==> config.mk <==
export PLATFORM = sky130hd
export DESIGN_NAME = cpu_bus_arbiter_flat
export DESIGN_NICKNAME = d
export VERILOG_FILES = /design/src/rtl/cpu_bus_pkg.sv /design/src/rtl/cpu_bus_if.sv /design/src/rtl/oam_dma_engine.sv /design/src/rtl/cpu_bus_arbiter.sv /design/src/flat_wrapper.sv
export SDC_FILE = /design/constraint.sdc
export NUM_CORES = 1
export LEC_CHECK = 0
export ABC_AREA = 1
export CORE_UTILIZATION = 39
export DETAILED_ROUTE_END_ITERATION = 16
export GPL_ROUTABILITY_DRIVEN = 1
export PLACE_DENSITY_LB_ADDON = 0.3
export RECOVER_POWER = 100
export SKIP_CTS_REPAIR_TIMING = 1
export SLEW_MARGIN = 10
export SYNTH_ARGS = -nofsm -noshare
export SYNTH_HDL_FRONTEND = slang
export SYNTH_SLANG_ARGS = --single-unit
==> constraint.sdc <==
create_clock -name clk -period 3.7 [get_ports clk]
set_input_delay 0.555 -clock clk [delete_from_list [all_inputs] [get_ports clk]]
set_output_delay 0.555 -clock clk [all_outputs]
set_load 0.02 [all_outputs]
==> src/rtl/cpu_bus_pkg.sv <==
// Shared encodings for the CPU bus arbiter and its OAM DMA sequencer.
package cpu_bus_pkg;

    typedef enum logic [1:0] {
        GRANT_IE  = 2'b00,
        GRANT_IH  = 2'b01,
        GRANT_DMA = 2'b10
    } grant_t;

    typedef enum logic [1:0] {
        IDLE  = 2'b00,
        ALIGN = 2'b01,
        READ  = 2'b10,
        WRITE = 2'b11
    } dma_state_t;

    localparam logic [15:0] OAMDMA_ADDR  = 16'h4014;
    localparam logic [15:0] OAMDATA_ADDR = 16'h2004;

endpackage

==> src/rtl/cpu_bus_if.sv <==
// Requester and memory side signals of the shared CPU bus.
interface cpu_bus_if;

    logic [15:0] ie_addr;
    logic [7:0]  ie_data_out;
    logic        ie_write_en;
    logic [7:0]  ie_data_in;
    logic        ie_stall;

    logic [15:0] ih_addr;
    logic [7:0]  ih_data_out;
    logic        ih_write_en;
    logic        ih_busy;
    logic [7:0]  ih_data_in;

    logic [15:0] mem_addr;
    logic [7:0]  mem_data_out;
    logic        mem_write_en;
    logic [7:0]  mem_data_in;

    modport slave (
        input  ie_addr, ie_data_out, ie_write_en,
        output ie_data_in, ie_stall,
        input  ih_addr, ih_data_out, ih_write_en, ih_busy,
        output ih_data_in,
        output mem_addr, mem_data_out, mem_write_en,
        input  mem_data_in
    );

    modport master (
        output ie_addr, ie_data_out, ie_write_en,
        input  ie_data_in, ie_stall,
        output ih_addr, ih_data_out, ih_write_en, ih_busy,
        input  ih_data_in,
        input  mem_addr, mem_data_out, mem_write_en,
        output mem_data_in
    );

endinterface

==> src/rtl/oam_dma_engine.sv <==
// OAM DMA sequencer: even-cycle alignment, then 256 read/write pairs
// from {page,cnt} into the OAM data port.
module oam_dma_engine
    import cpu_bus_pkg::*;
(
    input  logic       clk,
    input  logic       rst,
    input  logic       start,
    input  logic [7:0] start_page,
    output dma_state_t state,
    output logic [7:0] cnt,
    output logic [7:0] page,
    output logic       dma_done
);

    dma_state_t state_d, state_q;
    logic [7:0] cnt_d, cnt_q;
    logic [7:0] page_d, page_q;
    logic       cycle_odd_d, cycle_odd_q;
    logic       dma_done_d, dma_done_q;

    always_comb begin
        state_d     = state_q;
        cnt_d       = cnt_q;
        page_d      = page_q;
        cycle_odd_d = ~cycle_odd_q;
        dma_done_d  = 1'b0;
        case (state_q)
            IDLE: begin
                if (start) begin
                    state_d = ALIGN;
                    cnt_d   = '0;
                    page_d  = start_page;
                end
            end
            // Leaving on an odd cycle guarantees READ lands on an even one.
            ALIGN: begin
                if (cycle_odd_q) begin
                    state_d = READ;
                end
            end
            READ: begin
                state_d = WRITE;
            end
            WRITE: begin
                cnt_d = cnt_q + 8'd1;
                if (cnt_q == 8'hFF) begin
                    state_d    = IDLE;
                    dma_done_d = 1'b1;
                end else begin
                    state_d = READ;
                end
            end
            default: begin
                state_d = IDLE;
            end
        endcase
    end

    always_ff @(posedge clk or posedge rst) begin
        if (rst) begin
            state_q     <= IDLE;
            cnt_q       <= '0;
            page_q      <= '0;
            cycle_odd_q <= 1'b0;
            dma_done_q  <= 1'b0;
        end else begin
            state_q     <= state_d;
            cnt_q       <= cnt_d;
            page_q      <= page_d;
            cycle_odd_q <= cycle_odd_d;
            dma_done_q  <= dma_done_d;
        end
    end

    always_comb begin
        state    = state_q;
        cnt      = cnt_q;
        page     = page_q;
        dma_done = dma_done_q;
    end

endmodule

==> src/rtl/cpu_bus_arbiter.sv <==
// Shared memory bus arbiter: DMA over interrupt handler over instruction
// engine, with an OAM DMA triggered by IE writes to $4014.
module cpu_bus_arbiter
    import cpu_bus_pkg::*;
(
    input  logic       clk,
    input  logic       rst,
    cpu_bus_if.slave   bus,
    output logic [1:0] grant,
    output logic       dma_active,
    output logic       dma_done,
    output logic       arb_conflict
);

    dma_state_t dma_state;
    logic [7:0] dma_cnt;
    logic [7:0] dma_page;
    grant_t     grant_sel;
    logic       dma_start;
    logic       arb_conflict_d, arb_conflict_q;

    always_comb begin
        if (dma_state != IDLE) begin
            grant_sel = GRANT_DMA;
        end else if (bus.ih_busy) begin
            grant_sel = GRANT_IH;
        end else begin
            grant_sel = GRANT_IE;
        end
        dma_start = (grant_sel == GRANT_IE) && bus.ie_write_en &&
                    (bus.ie_addr == OAMDMA_ADDR);
    end

    oam_dma_engine u_dma (
        .clk        (clk),
        .rst        (rst),
        .start      (dma_start),
        .start_page (bus.ie_data_out),
        .state      (dma_state),
        .cnt        (dma_cnt),
        .page       (dma_page),
        .dma_done   (dma_done)
    );

    always_comb begin
        bus.mem_addr     = bus.ie_addr;
        bus.mem_data_out = bus.ie_data_out;
        bus.mem_write_en = bus.ie_write_en;
        case (grant_sel)
            GRANT_DMA: begin
                bus.mem_data_out = '0;
                bus.mem_write_en = 1'b0;
                case (dma_state)
                    READ: begin
                        bus.mem_addr = {dma_page, dma_cnt};
                    end
                    // Registered read data from the previous READ goes straight back out.
                    WRITE: begin
                        bus.mem_addr     = OAMDATA_ADDR;
                        bus.mem_data_out = bus.mem_data_in;
                        bus.mem_write_en = 1'b1;
                    end
                    default: begin
                        bus.mem_addr = '0;
                    end
                endcase
            end
            GRANT_IH: begin
                bus.mem_addr     = bus.ih_addr;
                bus.mem_data_out = bus.ih_data_out;
                bus.mem_write_en = bus.ih_write_en;
            end
            default: begin
                bus.mem_addr     = bus.ie_addr;
                bus.mem_data_out = bus.ie_data_out;
                bus.mem_write_en = bus.ie_write_en;
            end
        endcase
    end

    always_comb begin
        bus.ie_data_in = bus.mem_data_in;
        bus.ih_data_in = bus.mem_data_in;
        bus.ie_stall   = (grant_sel != GRANT_IE);
        grant          = grant_sel;
        dma_active     = (dma_state != IDLE);
        arb_conflict_d = arb_conflict_q | (dma_active & bus.ih_busy);
        arb_conflict   = arb_conflict_q;
    end

    always_ff @(posedge clk or posedge rst) begin
        if (rst) begin
            arb_conflict_q <= 1'b0;
        end else begin
            arb_conflict_q <= arb_conflict_d;
        end
    end

endmodule

==> src/flat_wrapper.sv <==
// flat-port wrapper written by rule: the top's interface ports become plain ports
module cpu_bus_arbiter_flat import cpu_bus_pkg::*;
  (clk, rst, grant, dma_active, dma_done, arb_conflict, bus_ie_addr, bus_ie_data_out, bus_ie_write_en, bus_ie_data_in, bus_ie_stall, bus_ih_addr, bus_ih_data_out, bus_ih_write_en, bus_ih_busy, bus_ih_data_in, bus_mem_addr, bus_mem_data_out, bus_mem_write_en, bus_mem_data_in);
  cpu_bus_if bus_i ();
  input  logic clk;
  input  logic rst;
  output logic [1:0] grant;
  output logic dma_active;
  output logic dma_done;
  output logic arb_conflict;
  input wire logic [$bits(bus_i.ie_addr)-1:0] bus_ie_addr;
  input wire logic [$bits(bus_i.ie_data_out)-1:0] bus_ie_data_out;
  input wire logic [$bits(bus_i.ie_write_en)-1:0] bus_ie_write_en;
  output wire logic [$bits(bus_i.ie_data_in)-1:0] bus_ie_data_in;
  output wire logic [$bits(bus_i.ie_stall)-1:0] bus_ie_stall;
  input wire logic [$bits(bus_i.ih_addr)-1:0] bus_ih_addr;
  input wire logic [$bits(bus_i.ih_data_out)-1:0] bus_ih_data_out;
  input wire logic [$bits(bus_i.ih_write_en)-1:0] bus_ih_write_en;
  input wire logic [$bits(bus_i.ih_busy)-1:0] bus_ih_busy;
  output wire logic [$bits(bus_i.ih_data_in)-1:0] bus_ih_data_in;
  output wire logic [$bits(bus_i.mem_addr)-1:0] bus_mem_addr;
  output wire logic [$bits(bus_i.mem_data_out)-1:0] bus_mem_data_out;
  output wire logic [$bits(bus_i.mem_write_en)-1:0] bus_mem_write_en;
  input wire logic [$bits(bus_i.mem_data_in)-1:0] bus_mem_data_in;
  assign bus_i.ie_addr = bus_ie_addr;
  assign bus_i.ie_data_out = bus_ie_data_out;
  assign bus_i.ie_write_en = bus_ie_write_en;
  assign bus_ie_data_in = bus_i.ie_data_in;
  assign bus_ie_stall = bus_i.ie_stall;
  assign bus_i.ih_addr = bus_ih_addr;
  assign bus_i.ih_data_out = bus_ih_data_out;
  assign bus_i.ih_write_en = bus_ih_write_en;
  assign bus_i.ih_busy = bus_ih_busy;
  assign bus_ih_data_in = bus_i.ih_data_in;
  assign bus_mem_addr = bus_i.mem_addr;
  assign bus_mem_data_out = bus_i.mem_data_out;
  assign bus_mem_write_en = bus_i.mem_write_en;
  assign bus_i.mem_data_in = bus_mem_data_in;
  cpu_bus_arbiter u_core (.clk(clk), .rst(rst), .bus(bus_i), .grant(grant), .dma_active(dma_active), .dma_done(dma_done), .arb_conflict(arb_conflict));
endmodule
==> results.md, run 1 <==
| Step | Metric | Value |
|:---|:---|:---|
| setup path | Critical R2R Launch | u_core.u_dma.state[0] |
| power and ir drop | Maximum vdd ir drop | 0.000117 V |
| layout | ANT cells | 0 |
| layout | Number of non-filler instances in the completed layout | 380 |
| placed design | Global placer's final weighted congestion | 0.890 |
| placed design | Final HPWL DP | 3.89 mm |
| sta | Final setup violation count | 0 |
| synth | Number of synthesized register bits | 21 |
| setup path | Type of element capturing the critical path | output pin |
| floorplanning | Die Ht | 67.2 um |
| floorplanning | Std cell rows | 23 |
| route | Count of vias placed by the detailed router | 1921 |
| layout | Count of nets after finishing | 393 |
| sta | Max-slew violation count | 0 |
| setup path | Critical-path top delay cell | dlygate4sd3_1 |
| synth | Post-synthesis cell type count | 23 |
| sta | Clock Skew | 0.00476 ns |
| sta | Unrepaired setup endpoints after global routing | no |
| global routing | Total Routing Usage GR | 22.7% |
| floorplanning | Ports | 108 |
| power and ir drop | Power per Cell Area | 231 mW/mm2 |
| route | Wire per inst | 13.4 um |
| sta | Period Utilization, post-route | 91.0% |
| power and ir drop | Leakage component of the power | 1.20 nW |
| sta | Max Clock Freq | 297 MHz |
| outcome | Status | completed |
| min path | Hold/Removal Path Class | reg -> reg |
| min path | Hold Startpoint | u_core.u_dma.cycle_odd_q |
| setup path | Crit path required time | 3.14 ns |
| setup path | Worst path most repeated cell | dlygate4sd3_1 |
| sta | Worst-margin pin slew | 0.858 ns |
| setup path | Peak per-stage delay on the critical path | 0.75 ns |
| global routing | Remaining global-route overflow | 0 |
| clock tree | Insertion delay of the later-clocked pin in the worst-skew pair | 0.27 ns |
| setup path | Launch point of the critical path | bus_ih_busy |
| flow run | Max_cap viols | 0 |
| sta | Setup tns final | 0 ns |
| sta | Slew margin rel. | 42.6% |
| route | Number of DRC violations after detailed-routing iteration 0 | 141 |
| setup path | Nature of the critical path startpoint | input pin |
| placed design | Cell Count Post-Placement | 376 |
| synth | Synth Instances | 244 |
| clock tree | Cts bufs inserted | 3 |
| synth | Net Count, Synth | 306 |
| setup path | Highest net fanout along the worst path | 17 |
| floorplanning | Die span in x | 67.2 um |
| layout | Fraction of layout cells with a size suffix above 1 | 2.42% |
| clock tree | Root Driver | clkbuf_8 |
| clock tree | CTS tree | done |
| placed design | Port bufs | 107 |
| floorplanning | Starting density of the core | 40.9% |
| clock tree | TritonCTS sink count | 21 |
| sta | Period minus WS final | 3.37 ns |
| layout | Post-route cell area | 0.00262 mm2 |
| global routing | Global-route wire length before repair | 7.76 mm |
| route | DRC violation count after routing | 0 |
| placed design | Placed instance area | 0.00262 mm2 |
| clock tree | CTS clock-pin slew for the worst setup and hold paths | 0.08 ns |
| floorplanning | Die ar. | 0.00452 mm2 |
| global routing | Pin count of the biggest net entering global routing | 26 |
| floorplanning | Core area | 0.00406 mm2 |
| setup path | Arrival time of data at the critical path endpoint | 2.81 ns |
| route | Count of TritonRoute iterations in the first routing pass | 5 |
| sta | Number of failing hold endpoints at the final stage | 0 |
| synth | Total number of yosys warnings | 0 |
| synth | Register area share after synthesis | 31.7% |
| global routing | Number of global-route vias before repair | 1732 |
| synth | Syn Std Cell Area | 0.00166 mm2 |
| setup path | Start-to-end type of the worst setup path | in -> out |
| clock tree | H-Tree Level Count | 1 |
| clock tree | Maximum number of buffers from clock root to sink | 2 |
| layout | Area growth syn-to-layout | 57.5% |
| power and ir drop | Post-route total power | 0.000605 W |
| setup path | Chain of cells forming the critical path | dlygate4sd3_1 > clkinv_1 > nand2_1 > dlygate4sd3_1 |
| route | Overall routed net length | 5.08 mm |
| global routing | Antenna violations before repair | 0 |
| route | Final antenna-violating net count | 0 |
| layout | Final-layout fill cell count | 364 |
| route | Routed vias/inst | 5.06 |
| synth | Synthesized area divided by synthesized cell count | 6.80 um2 |
==> final timing paths <==
check,end,slack [ns],depth (start not counted)
worst max-delay path,bus_ie_stall,0.33,4
worst min-delay path,u_core.u_dma.cycle_odd_q,0.42,1
worst max register to register,u_core.u_dma.page[2],1.11,5
worst min register to register,u_core.u_dma.cycle_odd_q,0.42,1
max in group asynchronous,u_core.u_dma.page[2],2.32,2
min in group asynchronous,u_core.u_dma.page[5],0.87,2
==> registers in the layout, indices dropped and copies added (netlist names) <==
name                      count
u_core.u_dma.cnt              8
u_core.u_dma.page             8
u_core.u_dma.state            2
u_core.arb_conflict           1
u_core.u_dma.cycle_odd_q      1
u_core.u_dma.dma_done         1
==> Yosys cell counts <==
| cell | count | area (um2) |
|---|---|---|
| inv_1 | 25 | 93.8 |
| nor2_4 | 2 | 22.5 |
| nor2_1 | 16 | 60.1 |
| buf_2 | 5 | 25.0 |
| clkbuf_1 | 2 | 7.51 |
| a21oi_1 | 2 | 10.0 |
| xor2_1 | 1 | 8.76 |
| dfrtp_1 | 21 | 526 |
| nor3_1 | 1 | 5.00 |
| nand2_4 | 1 | 11.3 |
| buf_4 | 17 | 128 |
| nor2_2 | 1 | 6.26 |
| o21ai_0 | 7 | 35.0 |
| clkinv_1 | 2 | 7.51 |
| ha_1 | 1 | 12.5 |
| nand3_1 | 39 | 195 |
| o21bai_1 | 1 | 7.51 |
| buf_6 | 2 | 22.5 |
| nand4_1 | 1 | 6.26 |
| nand2_1 | 74 | 278 |
| o211ai_1 | 14 | 105 |
| o21ai_2 | 8 | 70.1 |
| nand3_4 | 1 | 17.5 |
==> power by group <==
part / internal, W / switching [W] / leakage (nW)
Combinational: 0.000117 / 0.0000997 / 0.886
Clock: 0.0000754 / 0.0000838 / 0.0255
Sequential: 0.000229 / 0.000000229 / 0.284
==> metal layers <==
layer / GRT usage, % / up-vias / part of all wire (%)
li1: - / 955 / -
met1: 28.4 / 864 / 40
met2: 37.6 / 93 / 50
met3: 4.39 / 9 / 8.4
met4: 9.57 / 0 / 1.8
met5: 0 / - / 0
==> final cells by class <==
| type | count | area (um2) | area share [%] |
|---|---|---|---|
| multi-input combinational | 170 | 801 | 30.6 |
| sequential | 21 | 526 | 20.1 |
| clock inverter | 1 | 5.00 | 0.191 |
| timing repair buffer | 108 | 1080 | 41.2 |
| tap | 50 | 62.6 | 2.39 |
| clock buffer | 3 | 41.3 | 1.58 |
| inverter | 27 | 101 | 3.88 |
==> cell families (layout without fill, tap and decap cells) <==
kind of cell / after synthesis / after routing / share of synthesized area [%]
adder cells (fa/ha/maj): 1 / 1 / 0.753
AND/OR/NAND/NOR: 136 / 136 / 36.2
flip-flops: 21 / 21 / 31.7
buffers and inverters: 53 / 139 / 17.1
XOR/XNOR: 1 / 1 / 0.528
AO/OA/AOI/OAI: 32 / 32 / 13.7
==> cell usage in the layout, fill, tap and decap left out, drive strengths merged <==
cell type	instances
nor2	19
clkinv	3
inv	25
buf	1
nand3	40
xor2	1
nand4	1
nor3	1
dfrtp	21
a21oi	2
nand2	75
o21bai	1
clkdlybuf4s50	70
o21ai	15
o211ai	14
dlygate4sd3	37
clkbuf	3
ha	1
==> stage by stage <==
step / worst slack [ns] / hold slack [ns] / utilization (%)
after floorplan: 1.80 / 0.383 / -
after global placement: 0.716 / 0.399 / 64.5
after detailed placement: 0.686 / 0.401 / 64.5
after CTS: 0.615 / 0.413 / 65.7
after global routing: 0.270 / 0.445 / 64.4
final: 0.331 / 0.415 / 64.4
==> critical path: cells and delay by family <==
| family | cells | cell delay, ns |
|---|---|---|
| simple gates | 1 | 0.58 |
| buf+inv | 3 | 1.67 |
No activity file was read; power rests on OpenSTA's default activity.
==> run 2, diff against run 1 <==
- GPL_TIMING_DRIVEN: default -> 1
==> results of run 2 <==
The final DEF is identical to that of run 1; final timing and power are the same.
